File: src/rtl/sync_fifo_param_if.sv
// Handshake bundle for sync_fifo_param: producer/consumer requests, read data and status.
// master = the client driving requests, slave = the FIFO itself.
interface sync_fifo_param_if #(
    parameter int DATA_W = 8,
    parameter int DEPTH  = 16
);
    localparam int ADDR_W = $clog2(DEPTH);

    logic              w_en;
    logic [DATA_W-1:0] in_data;
    logic              r_en;
    logic [DATA_W-1:0] out_data;
    logic              full;
    logic              empty;
    logic              almost_full;
    logic              almost_empty;
    logic [ADDR_W:0]   count;
    logic              overflow;
    logic              underflow;

    modport master (
        output w_en, in_data, r_en,
        input  out_data, full, empty, almost_full, almost_empty, count, overflow, underflow
    );

    modport slave (
        input  w_en, in_data, r_en,
        output out_data, full, empty, almost_full, almost_empty, count, overflow, underflow
    );
endinterface

File: src/rtl/sync_fifo_param.sv
// Parametrised single-clock FIFO with occupancy count, almost flags and overflow/underflow pulses.
// Define FIFO_FWFT_EN for first-word-fall-through read data; default is registered read data.
module sync_fifo_param #(
    parameter int DATA_W   = 8,
    parameter int DEPTH    = 16,
    parameter int ADDR_W   = $clog2(DEPTH),
    parameter int AF_LEVEL = DEPTH - 2,
    parameter int AE_LEVEL = 2
) (
    input  logic              clk,
    input  logic              rst,
    sync_fifo_param_if.slave  bus
);

    localparam logic [ADDR_W:0] AF_CNT = AF_LEVEL[ADDR_W:0];
    localparam logic [ADDR_W:0] AE_CNT = AE_LEVEL[ADDR_W:0];

    logic [DATA_W-1:0] mem [DEPTH];
    logic [ADDR_W:0]   w_ptr_p0;
    logic [ADDR_W:0]   r_ptr_p0;
    logic [ADDR_W:0]   count_p0;
    logic              full_p0;
    logic              empty_p0;
    logic              wr_ok;
    logic              rd_ok;
    logic              ovf_p1;
    logic              udf_p1;

    // Status decode: purely from registered pointers, no request-to-flag path.
    assign count_p0 = w_ptr_p0 - r_ptr_p0;
    assign empty_p0 = (w_ptr_p0 == r_ptr_p0);
    assign full_p0  = (w_ptr_p0[ADDR_W] != r_ptr_p0[ADDR_W]) &&
                      (w_ptr_p0[ADDR_W-1:0] == r_ptr_p0[ADDR_W-1:0]);

    assign wr_ok = bus.w_en & ~full_p0;
    assign rd_ok = bus.r_en & ~empty_p0;

    assign bus.count        = count_p0;
    assign bus.full         = full_p0;
    assign bus.empty        = empty_p0;
    assign bus.almost_full  = (count_p0 >= AF_CNT);
    assign bus.almost_empty = (count_p0 <= AE_CNT);
    assign bus.overflow     = ovf_p1;
    assign bus.underflow    = udf_p1;

    // Pointer / pulse registers; wrap bit rolls over naturally.
    always_ff @(posedge clk) begin
        if (rst) begin
            w_ptr_p0 <= '0;
            r_ptr_p0 <= '0;
            ovf_p1   <= 1'b0;
            udf_p1   <= 1'b0;
        end else begin
            if (wr_ok) w_ptr_p0 <= w_ptr_p0 + 1'b1;
            if (rd_ok) r_ptr_p0 <= r_ptr_p0 + 1'b1;
            ovf_p1 <= bus.w_en & full_p0;
            udf_p1 <= bus.r_en & empty_p0;
        end
    end

    // Storage is never cleared; a write coinciding with reset is dropped.
    always_ff @(posedge clk) begin
        if (wr_ok && !rst) mem[w_ptr_p0[ADDR_W-1:0]] <= bus.in_data;
    end

`ifdef FIFO_FWFT_EN
    // Head word presented combinationally; r_en pops it.
    assign bus.out_data = empty_p0 ? '0 : mem[r_ptr_p0[ADDR_W-1:0]];
`else
    logic [DATA_W-1:0] rd_data_p1;

    // Read data register: loads only on an accepted read, holds otherwise.
    always_ff @(posedge clk) begin
        if (rst) begin
            rd_data_p1 <= '0;
        end else if (rd_ok) begin
            rd_data_p1 <= mem[r_ptr_p0[ADDR_W-1:0]];
        end
    end

    assign bus.out_data = rd_data_p1;
`endif

endmodule

File: src/flat_wrapper.sv
// flat-port wrapper written by rule: the top's interface ports become plain ports
module sync_fifo_param_flat 
#(
    parameter int DATA_W   = 8,
    parameter int DEPTH    = 16,
    parameter int ADDR_W   = $clog2(DEPTH),
    parameter int AF_LEVEL = DEPTH - 2,
    parameter int AE_LEVEL = 2
)
  (clk, rst, bus_w_en, bus_in_data, bus_r_en, bus_out_data, bus_full, bus_empty, bus_almost_full, bus_almost_empty, bus_count, bus_overflow, bus_underflow);
  sync_fifo_param_if #(.DATA_W(DATA_W), .DEPTH(DEPTH)) bus_i ();
  input  logic clk;
  input  logic rst;
  input wire logic [$bits(bus_i.w_en)-1:0] bus_w_en;
  input wire logic [$bits(bus_i.in_data)-1:0] bus_in_data;
  input wire logic [$bits(bus_i.r_en)-1:0] bus_r_en;
  output wire logic [$bits(bus_i.out_data)-1:0] bus_out_data;
  output wire logic [$bits(bus_i.full)-1:0] bus_full;
  output wire logic [$bits(bus_i.empty)-1:0] bus_empty;
  output wire logic [$bits(bus_i.almost_full)-1:0] bus_almost_full;
  output wire logic [$bits(bus_i.almost_empty)-1:0] bus_almost_empty;
  output wire logic [$bits(bus_i.count)-1:0] bus_count;
  output wire logic [$bits(bus_i.overflow)-1:0] bus_overflow;
  output wire logic [$bits(bus_i.underflow)-1:0] bus_underflow;
  assign bus_i.w_en = bus_w_en;
  assign bus_i.in_data = bus_in_data;
  assign bus_i.r_en = bus_r_en;
  assign bus_out_data = bus_i.out_data;
  assign bus_full = bus_i.full;
  assign bus_empty = bus_i.empty;
  assign bus_almost_full = bus_i.almost_full;
  assign bus_almost_empty = bus_i.almost_empty;
  assign bus_count = bus_i.count;
  assign bus_overflow = bus_i.overflow;
  assign bus_underflow = bus_i.underflow;
  sync_fifo_param #(.DATA_W(DATA_W), .DEPTH(DEPTH), .ADDR_W(ADDR_W), .AF_LEVEL(AF_LEVEL), .AE_LEVEL(AE_LEVEL)) u_core (.clk(clk), .rst(rst), .bus(bus_i));
endmodule
File: config.mk
export PLATFORM = sky130hd
export DESIGN_NAME = sync_fifo_param_flat
export DESIGN_NICKNAME = d
export VERILOG_FILES = /design/src/rtl/sync_fifo_param_if.sv /design/src/rtl/sync_fifo_param.sv /design/src/flat_wrapper.sv
export SDC_FILE = /design/constraint.sdc
export NUM_CORES = 1
export LEC_CHECK = 0
export ABC_AREA = 1
export CORE_MARGIN = 2
export CORE_UTILIZATION = 55
export CTS_CLUSTER_DIAMETER = 40
export CTS_CLUSTER_SIZE = 25
export DETAILED_ROUTE_END_ITERATION = 10
export PLACE_DENSITY = 0.82
export SLEW_MARGIN = 25
export SYNTH_ARGS = -nofsm -noshare
export SYNTH_HDL_FRONTEND = slang
export SYNTH_SLANG_ARGS = --single-unit
File: constraint.sdc
create_clock -name clk -period 3.1 [get_ports clk]
set_input_delay 0.62 -clock clk [delete_from_list [all_inputs] [get_ports clk]]
set_output_delay 0.62 -clock clk [all_outputs]
set_load 0.02 [all_outputs]
# After elaboration in Yosys (flattened, before gate mapping)
# Memories as Yosys holds them, arrays and structs flattened. A register that Yosys moved wholly into a read port is not among the register bits.
# Cells that the tools add are included.
# word_totals
wordCells	24
mem_count	1
inputBits	12
ramBits	128
regBits	12
output_inout_bits	19
# mem_list
memory	words	width	rd	rd_clocked_by_memory_dff	wr	line	source
u_core.mem	16	8	1	1	1	sync_fifo_param.sv:18	logic [DATA_W-1:0] mem [DEPTH];
# op_classes
n_reduce_logical	3
n_lt_le_gt_ge	2
n_eq_ne	3
bitwise_logic	6
n_addsub	3
muxes	2
# op_table
operator	n
adder 5 x 1 -> 5 bit (second input constant)	2
== test 5 bit	1
>= comparator 5 x 4 -> 1 bit (second input constant)	1
less-or-equal comparator 5 x 2 -> 1 bit (second input constant)	1
subtractor 5 bit	1
AND 1 bit	4
== test 4 bit	1
logical AND 1 bit	2
2-to-1 mux 1 bit	2
NOT 1 bit	2
zero test 1 bit	1
!= test 1 bit	1

# Depth between registers and ports, before layout
# depth
ltp_word	7
mapped_depth	13
mapped_depth_nobuf	10

# Least setup slack after synthesis
# Ideal clock, no wire load.
# synth_path
path_type	flip-flop to output port
from	register u_core.r_ptr_p0[1]
to	output bus_almost_full
t_arrival_ns	2.042
stages_incl_launch_ff	8
path_buffers	2
path_slack_ns	0.438
path_cell_list	dfxtp_1 > buf_2 > inv_2 > buf_2 > fa_1 > xor2_1 > nand2_1 > o21bai_1
# synth_via
elab_chain_cells	2
# synth_lines
item	line	source
start: declaration	sync_fifo_param.sv:20	logic [ADDR_W:0] r_ptr_p0;
start signal: assignment	sync_fifo_param.sv:55	if (rd_ok) r_ptr_p0 <= r_ptr_p0 + 1'b1;
subtractor 5 bit	sync_fifo_param.sv:30	assign count_p0 = w_ptr_p0 - r_ptr_p0;
named net bus_count[2]	flat_wrapper.sv:22	output wire logic [$bits(bus_i.count)-1:0] bus_count;
>= comparator 5 x 4 -> 1 bit	sync_fifo_param.sv:41	assign bus.almost_full = (count_p0 >= AF_CNT);
end: declaration	flat_wrapper.sv:20	output wire logic [$bits(bus_i.almost_full)-1:0] bus_almost_full;
# The timed path passes the listed nets, and every way through them passes these cells.

# Final worst setup path
# layout_path
from	register u_core.w_ptr_p0[2]
to	output bus_count[3]
# layout_via
elab_chain_cells	1
# layout_lines
item	line	source
start: declaration	sync_fifo_param.sv:19	logic [ADDR_W:0] w_ptr_p0;
start signal: assignment	sync_fifo_param.sv:54	if (wr_ok) w_ptr_p0 <= w_ptr_p0 + 1'b1;
subtractor 5 bit	sync_fifo_param.sv:30	
end: declaration	flat_wrapper.sv:22	
# No other way between the ends.

==> flow_metrics.env <==
export IMPL_outcome="complete, no violations"
export IMPL_ys_seq_elements=148
export IMPL_initial_core_util_pct=56.8
export IMPL_area_delta_synth_final_pct=16.1
export IMPL_synth_top_area_cell="edfxtp_1"
export IMPL_yosysMostFrequentCell="nand2_1"
export IMPL_floorplan_rows=39
export IMPL_final_setup_viol_count=0
export IMPL_clk_pin_slew_ps=60
export IMPL_clk_latency_ps=420
export IMPL_ios=31
export IMPL_drive_gt1_share_pct=9.09
export IMPL_period_minus_slack_ps=3030
export IMPL_post_place_ws_ps=218
export IMPL_dp_cells=815
export IMPL_powerDensity_nw_per_um2=664
export IMPL_syn_num_nets=669
export IMPL_top_layer_used="met4"
export IMPL_async_flop_share_pct=0
export IMPL_cts_tree="built"
export IMPL_total_leakage_power_nw=3.14
export IMPL_worst_slack_ps=74.1
export IMPL_postCtsHoldBufs=0
export IMPL_post_route_period_util_pct=97.6
export IMPL_synth_edf_count=128
export IMPL_cts_made_buffers=17
export IMPL_critPathLaunchType="flip-flop"
export IMPL_fmax_ghz=0.330
export IMPL_first_iter_violations=701
export IMPL_gp_congestion=0.894
export IMPL_total_power_mw=5.02
export IMPL_ir_worst_vdd_v=0.000408
export IMPL_placed_area_sq_um=7000
export IMPL_grt_pass1_wl_um=23500
export IMPL_synthCells=647
export IMPL_core_sq_um=11500
export IMPL_die_w_um=113
export IMPL_numPortBuffers=30
export IMPL_grt_max_degree=68
export IMPL_worstSetupEndpointType="primary output"
export IMPL_seq_area_frac_synth_pct=65.2
export IMPL_timing_hold_violations_final=0
export IMPL_h_tree_depth=4
export IMPL_finalClockSkew_ps=11.5
export IMPL_netlist_top_cells_count="nand2_1, edfxtp_1, inv_1, nand3_1"
export IMPL_syn_avg_cell_area_sq_um=10.1
export IMPL_nNetsFinal=713
export IMPL_drtAntennaViolNets=0
export IMPL_antenna_cells=0
export IMPL_first_pass_iters=6
export IMPL_cap_violations=0
export IMPL_finalMaxSlewViolations=0
export IMPL_drc=0
export IMPL_die_h_um=113
export IMPL_grt_setup_unrepaired="no"
export IMPL_synthesis_area_sq_um=6510
export IMPL_totalWireLength_um=15100
export IMPL_synthTopCellsByArea="edfxtp_1, nand2_1, nand3_1"
export IMPL_synth_top_area_share_pct=59.0
export IMPL_required_ps=2480
export IMPL_gr_usage_all_layers_pct=24.5
export IMPL_wl_met3_um=1050
export IMPL_numClockSinks=148
export IMPL_design_area_sq_um=7560
export IMPL_antenna_found_initial=0
export IMPL_ys_warn_count=0
export IMPL_cp_max_fo=8
export IMPL_slew_limit_headroom_pct=35.0
export IMPL_clockBufferDepth=2
export IMPL_via_per_inst=5.63
export IMPL_drt_met1_wl_um=5840
export IMPL_synth_ff_type="edfxtp_1"
export IMPL_die_area_sq_um=12700
export IMPL_grt_pass1_vias=4603
export IMPL_via_count=4765
export IMPL_ys_types=24
export IMPL_min_path_type="reg -> reg"
export IMPL_grt_overflow=0
export IMPL_tns_ps=0
export IMPL_holdWs_ps=538
export IMPL_dpl_hpwl_um=9170
export IMPL_avgRoutedWirePerCell_um=17.8
export IMPL_cp_arrival_ps=2410
export IMPL_post_layout_nonfiller_instances=847
export IMPL_wl_met2_um=7660
export IMPL_root_buffer="clkbuf_16"
export IMPL_tightest_slew_ps=975
export IMPL_crit_type="reg -> out"
export IMPL_final_util_pct=65.9
==> sequential cells by signal (all words and copies together) (netlist names) <==
register,count
u_core.w_ptr_p0,5
u_core.bus.overflow,1
u_core.r_ptr_p0,5
u_core.bus.underflow,1
u_core.bus.out_data,8
u_core.mem,128
==> final cells by class <==
class                           count  area, sq um
Sequential cell                   148         4250
Fill cell                         805         3910
Multi-Input combinational cell    372         1730
Timing Repair Buffer               52          462
Clock buffer                       19          433
Inverter                          100          379
Tap cell                          143          179
Clock inverter                     13          133
==> metal layers <==
layer / vias to the layer above / track usage [%]
li1: 2199 / -
met1: 2240 / 31.0
met2: 265 / 41.5
met3: 61 / 4.71
met4: 0 / 10.5
met5: - / 0
==> power breakdown <==
| group | switching (mW) | internal (mW) | total, mW |
|---|---|---|---|
| sequential | 0.0265 | 2.21 | 2.23 |
| combinational | 0.556 | 0.272 | 0.828 |
| clock | 0.780 | 1.18 | 1.96 |
| total | 1.36 | 3.66 | 5.02 |
==> path summary, 6_finish.rpt <==
kind	cells after the start	endpoint	startpoint	slack [ps]
worst min-delay path	2	u_core.w_ptr_p0[4]	u_core.w_ptr_p0[4]	540
worst max register to register	8	u_core.bus.out_data[0]	u_core.r_ptr_p0[0]	210
worst max-delay path	6	bus_count[3]	u_core.w_ptr_p0[2]	70
worst min register to register	2	u_core.w_ptr_p0[4]	u_core.w_ptr_p0[4]	540
==> logic make-up after synthesis <==
logic type,Yosys count,synth area share (%)
AO/OA/AOI/OAI,43,3.40
buffers and inverters,127,8.26
adder cells (fa/ha/maj),10,2.04
flip-flops,148,65.2
XOR/XNOR,8,1.08
AND/OR/NAND/NOR,311,20.1
==> cells in the final DEF, fill, tap and decap left out, types with 8 or more instances in the layout <==
cell type,synthesis,final
ha_1,9,9
clkbuf_16,0,17
a21oi_1,28,28
edfxtp_1,128,128
nor2_1,28,28
nand2_1,184,184
xor2_1,8,8
nand3_1,93,93
clkdlybuf4s50_1,0,26
dfxtp_1,20,19
inv_1,95,95
o21ai_0,13,13
buf_4,3,22
==> worst max-delay path: stages (launching register included) <==
cell and delay, ps:
dfxtp_1 480, ha_1 350, a21oi_1 170, o21ai_0 120
xor2_1 250, inv_1 80, clkdlybuf4s50_1 540
==> what timing repair did <==
item / in CTS / in global routing
buffers inserted: 0 / 0
endpoints found under the setup margin: 3 / 3
gates resized for setup: 3 / 4
pin swaps: 0 / 0
Power figures use the tool's default switching activity.
